File: src/rtl/apb_uart_regif.sv
// APB3 slave register interface for a UART core: DATA/STATUS/DVSR registers,
// one-cycle FIFO strobes, PSLVERR on illegal access. Optional IRQ_EN via UART_IRQ_EN.
module apb_uart_regif #(
  parameter int                ADDR_W      = 32,
  parameter int                WAIT_STATES = 0,
  parameter int                DVSR_W      = 11,
  parameter logic [DVSR_W-1:0] DVSR_RST    = DVSR_W'(650)
) (
  input  logic              PCLK,
  input  logic              PRESETn,
  input  logic              PSEL,
  input  logic              PENABLE,
  input  logic              PWRITE,
  input  logic [ADDR_W-1:0] PADDR,
  input  logic [31:0]       PWDATA,
  output logic [31:0]       PRDATA,
  output logic              PREADY,
  output logic              PSLVERR,
  output logic              wr_uart,
  output logic [7:0]        w_data,
  output logic              rd_uart,
  input  logic [7:0]        r_data,
  input  logic              tx_full,
  input  logic              rx_empty,
  output logic [DVSR_W-1:0] dvsr,
  output logic              irq
);

  typedef enum logic {IDLE, ACCESS} state_t;

  state_t            state_q, state_d;
  logic [2:0]        cnt_q, cnt_d;
  logic              wr_q, wr_d;
  logic              bad_q, bad_d;
  logic [1:0]        idx_q, idx_d;
  logic [DVSR_W-1:0] wdata_q, wdata_d;
  logic [DVSR_W-1:0] dvsr_q, dvsr_d;
  logic              ovr_q, ovr_d;
  logic              udr_q, udr_d;

  logic              commit, idx_ok, is_data, err;
  logic [31:0]       rd_mux;
  logic              unused_bits;

  // Only the bits the register map can ever use are captured at setup.
  assign unused_bits = ^{PWDATA[31:DVSR_W], PADDR[1:0]};

  always_comb begin
    state_d = state_q;
    cnt_d   = cnt_q;
    wr_d    = wr_q;
    bad_d   = bad_q;
    idx_d   = idx_q;
    wdata_d = wdata_q;
    case (state_q)
      IDLE: begin
        if (PSEL && !PENABLE) begin
          wr_d    = PWRITE;
          bad_d   = |PADDR[ADDR_W-1:4];
          idx_d   = PADDR[3:2];
          wdata_d = PWDATA[DVSR_W-1:0];
          cnt_d   = 3'(WAIT_STATES);
          state_d = ACCESS;
        end
      end
      ACCESS: begin
        if (!PSEL) begin
          state_d = IDLE;
        end else if (cnt_q != 3'd0) begin
          if (PENABLE) cnt_d = cnt_q - 3'd1;
        end else begin
          state_d = IDLE;
        end
      end
      default: state_d = IDLE;
    endcase
  end

  assign PREADY = (state_q == ACCESS) && (cnt_q == 3'd0);
  // An aborted transfer (PSEL dropped) must never reach the commit path.
  assign commit = PREADY && PSEL && PENABLE;

`ifdef UART_IRQ_EN
  logic [2:0] en_q, en_d;
  logic       irq_q, irq_d;
  assign idx_ok = 1'b1;
`else
  assign idx_ok = (idx_q != 2'd3);
`endif

  assign is_data = !bad_q && (idx_q == 2'd0);
  assign err     = bad_q || !idx_ok
                || (is_data && wr_q && tx_full)
                || (is_data && !wr_q && rx_empty);

  always_comb begin
    rd_mux = 32'd0;
    case (idx_q)
      2'd0: rd_mux = {24'd0, r_data};
      2'd1: rd_mux = {28'd0, udr_q, ovr_q, tx_full, rx_empty};
      2'd2: rd_mux = 32'(dvsr_q);
`ifdef UART_IRQ_EN
      2'd3: rd_mux = {29'd0, en_q};
`endif
      default: rd_mux = 32'd0;
    endcase
  end

  always_comb begin
    dvsr_d = dvsr_q;
    ovr_d  = ovr_q;
    udr_d  = udr_q;
`ifdef UART_IRQ_EN
    en_d   = en_q;
`endif
    if (commit) begin
      if (err) begin
        if (is_data && wr_q && tx_full)   ovr_d = 1'b1;
        if (is_data && !wr_q && rx_empty) udr_d = 1'b1;
      end else if (wr_q) begin
        case (idx_q)
          2'd1: begin
            if (wdata_q[2]) ovr_d = 1'b0;
            if (wdata_q[3]) udr_d = 1'b0;
          end
          2'd2: dvsr_d = wdata_q;
`ifdef UART_IRQ_EN
          2'd3: en_d = wdata_q[2:0];
`endif
          default: ;
        endcase
      end
    end
  end

  assign PSLVERR = commit && err;
  assign PRDATA  = (commit && !err && !wr_q) ? rd_mux : 32'd0;
  assign wr_uart = commit && !err && wr_q && is_data;
  assign rd_uart = commit && !err && !wr_q && is_data;
  assign w_data  = wr_uart ? wdata_q[7:0] : 8'd0;
  assign dvsr    = dvsr_q;

`ifdef UART_IRQ_EN
  always_comb begin
    irq_d = (en_q[0] && !rx_empty) || (en_q[1] && !tx_full)
         || (en_q[2] && (ovr_q || udr_q));
  end
  assign irq = irq_q;

  always_ff @(posedge PCLK or negedge PRESETn) begin
    if (!PRESETn) begin
      en_q  <= 3'd0;
      irq_q <= 1'b0;
    end else begin
      en_q  <= en_d;
      irq_q <= irq_d;
    end
  end
`else
  assign irq = 1'b0;
`endif

  always_ff @(posedge PCLK or negedge PRESETn) begin
    if (!PRESETn) begin
      state_q <= IDLE;
      cnt_q   <= 3'd0;
      wr_q    <= 1'b0;
      bad_q   <= 1'b0;
      idx_q   <= 2'd0;
      wdata_q <= '0;
      dvsr_q  <= DVSR_RST;
      ovr_q   <= 1'b0;
      udr_q   <= 1'b0;
    end else begin
      state_q <= state_d;
      cnt_q   <= cnt_d;
      wr_q    <= wr_d;
      bad_q   <= bad_d;
      idx_q   <= idx_d;
      wdata_q <= wdata_d;
      dvsr_q  <= dvsr_d;
      ovr_q   <= ovr_d;
      udr_q   <= udr_d;
    end
  end

endmodule

File: config.mk
export PLATFORM = sky130hd
export DESIGN_NAME = apb_uart_regif
export DESIGN_NICKNAME = d
export VERILOG_FILES = /design/src/rtl/apb_uart_regif.sv
export SDC_FILE = /design/constraint.sdc
export NUM_CORES = 1
export LEC_CHECK = 0
export CAP_MARGIN = 0
export CORE_AREA = 2 2 77 79
export CTS_CLUSTER_DIAMETER = 50
export CTS_CLUSTER_SIZE = 14
export DETAILED_ROUTE_END_ITERATION = 10
export DIE_AREA = 0 0 79 81
export GPL_TIMING_DRIVEN = 0
export PLACE_DENSITY = 0.79
export SLEW_MARGIN = 5
export SYNTH_ARGS = -nofsm -noshare
export SYNTH_HDL_FRONTEND = slang
export SYNTH_SLANG_ARGS = --single-unit
File: constraint.sdc
create_clock -name PCLK -period 2.5 [get_ports PCLK]
set_input_delay 0.25 -clock PCLK [delete_from_list [all_inputs] [get_ports PCLK]]
set_output_delay 0.25 -clock PCLK [all_outputs]
set_load 0.005 [all_outputs]
==> impl_metrics.ini <==
[die]
io_pins = 135
fp-row-count = 28
dieArea_um2 = 6399
start_util_pct = 33.44
core-area_um2 = 5675
die_h_um = 81
die-width_um = 79

[route]
viasPerCell = 4.594
routedWlPerCell_um = 13.87
ant_nets = 0
postRouteWirelength_mm = 5.369
drc_errors = 0
vias = 1778
first_pass_iters = 4
drtIter0Drc = 45

[grt]
grt_max_degree = 33
grt_pass1_vias = 1800
grt_usage_pct = 17.17
grt_pass1_wl_mm = 8.549
grt-ovfl-total = 0
antenna_found_initial = 0

[final_layout]
fin_nets = 392
final_cell_mix = clkdlybuf4s50_1, buf_4, dfrtp_1, mux2_2, conb_1
drive_gt1_share_pct = 33.65
design_area_um2 = 3246
n_antenna_cell = 0
layout_commonest_cell = clkdlybuf4s50_1
syn2layout_area_growth_pct = 71.00
fill_cells = 493

[setup_path]
critPathKind = reg2out
arrival_ps = 2240
required_ps = 2250
crit_top_cell = ha_4
path_cells = inv_2 > ha_4 > ha_4 > nand2_4 > or3_4 > nor4b_4 > buf_4 > and2_1 > clkdlybuf4s15_1
cp_max_fo = 4
r2r_slack_ps = 310
crit_path_end_kind = output port
cp-start-kind = register
slowest_delay_ps = 400
slowest_stage = dfrtp_1

[clock_tree]
cts_buffers = 5
cts_tree = done
cts_buffer_depth = 2
cts_sinks = 32
clk_latency_ps = 290
clk_pin_slew_ps = 70
htreeDepth = 2
cts.root.buffer_cell = clkbuf_8

[logic_synthesis]
netlist_area_um2 = 1898
ys_seq_area_share_pct = 42.45
postSynthAreaPerCell_um2 = 10.37
synth_warnings = 0
syn-instance-count = 183
synth_seq_cells = 32
yosysUniqueCellTypes = 36

[timing]
setup_viol = 0
layout_setup_ws_ps = 12.40
worst-slew-pin-transition_ps = 739.0
tns_ps = 0
relSlewSlack_pct = 50.73
whs_ps = 20.07
slew_viol_final = 0
hold_violations = 0
fmax_mhz = 402.0
fin_worst_skew_ps = 7.621
rsz0062_at_grt = yes
post-route-period-util_pct = 99.50
min_period_ps = 2488

[pwr]
sw_frac_of_total_pct = 30.71
cellPowerDensity_nw_per_um2 = 569.5
power.switching_uw = 567.6
peakVddDrop_mv = 0.3484
seq_power_share_pct = 36.7
leakagePower_uw = 0.001638
p_int_uw = 1281
clkPwrFrac_pct = 27.5
pwr-share-comb_pct = 35.9

[status]
status = completed

[placed_design]
post-place-ws_ps = -531.4
dp_hpwl_mm = 3.972
placed_cell_area_um2 = 2957
gp_congestion = 0.7434
io_buffers = 89

[min_path]
hp-class = in2async

[flow_run]
maxCapViolCount = 0
cells by family (layout without fill, tap and decap cells):
family	after synthesis	count (layout)	synth area share, %
simple gates	60	60	18.66
mux	32	32	18.52
buf+inv	34	142	11.40
other cells	1	22	0.1976
compound gates	22	22	7.450
flops	32	32	42.45
fa+ha+maj	2	2	1.318
layer usage:
metal	up-vias	routed length, um	track usage [%]	share of wire, %
met2	79	2755	30.25	51
li1	856	-	-	-
met5	-	0	0	0
met1	829	2129	20.47	40
met3	14	352	4.333	6.6
met4	0	131	5.862	2.4
state kept, by name, indices dropped and copies added (netlist names):
signal and count:
state_q 1, bad_q 1, idx_q 2, wdata_q 11, dvsr 11, cnt_q 3
udr_q 1, ovr_q 1, wr_q 1
Yosys cell counts (all sizes together):
library cell  number  area (um2)
nor3               4       25.02
nor4               8       56.30
a21oi              8       40.04
o21ai              4       20.02
dfstp              4       105.1
dfrtp             28       700.7
nor3b              3       27.52
inv                5       18.77
nor2              14       52.55
conb               1       3.750
nand3              3       15.01
a21o               2       15.01
o32ai              2       17.52
nand4              1       6.260
or3                2       17.52
nor4b              1       23.77
o22ai              1       6.260
buf               25       182.7
and2              10       62.56
nand2              9       36.29
mux2i              7       70.07
ha                 2       25.02
a31oi              1       6.260
and3               3       18.77
a22o               3       26.28
nor2b              1       6.260
clkbuf             4       15.01
mux2              25       281.5
a32o               1       10.01
or2                1       6.260
path summary, 6_finish.rpt:
path                            startpoint         end  cells past startpoint
max in group asynchronous          PRESETn  wdata_q[5]                      1
worst min register to register  wdata_q[8]     dvsr[8]                      1
min in group PCLK               wdata_q[8]     dvsr[8]                      1
worst min-delay path               PRESETn    cnt_q[0]                      1
worst max-delay path              cnt_q[0]   w_data[2]                      9
worst max register to register    cnt_q[0]     dvsr[2]                      9
power by group through the flow:
stage | clock network (uW) | registers (uW) | logic [uW]
2_1_floorplan | 0 | 654 | 350
3_3_place_gp | 0 | 666 | 514
3_5_place_dp | 0 | 673 | 535
4_1_cts | 519 | 666 | 653
5_1_grt | 550 | 690 | 744
6_report | 508 | 677 | 663
critical path, delay by kind of cell (launching register included):
kind	cells	cell delay [ps]
fa+ha+maj	2	280
buf+inv	3	460
flops	1	400
simple gates	4	790
cell type report:
class	count	area (um2)	share of cell area (%)
clock buffers	5	68.82	2.120
inverters	5	18.77	0.5783
clock inverters	3	46.29	1.426
plain buffers	28	196.4	6.052
multi-input cells	138	1023	31.53
repair buffers	101	992.2	30.57
well taps	75	93.84	2.891
flip-flops and latches	32	805.8	24.83
per-stage QoR:
step | std cells | total power, uW | util, %
after floorplan | 204 | 1004 | -
after global placement | 368 | 1181 | 52.18
after detailed placement | 368 | 1208 | 52.09
after CTS | 386 | 1838 | 56.11
after global routing | 387 | 1984 | 57.19
final | 387 | 1848 | 57.19
timing repair:
item | in CTS | in global routing
gates resized for setup | 26 | 38
hold buffers | 0 | 0
endpoints found under the hold margin | 0 | 0
endpoints found under the setup margin | 21 | 19
pin swaps | 4 | 4
buffers inserted | 10 | 2
No activity file was read; power rests on OpenSTA's default activity.
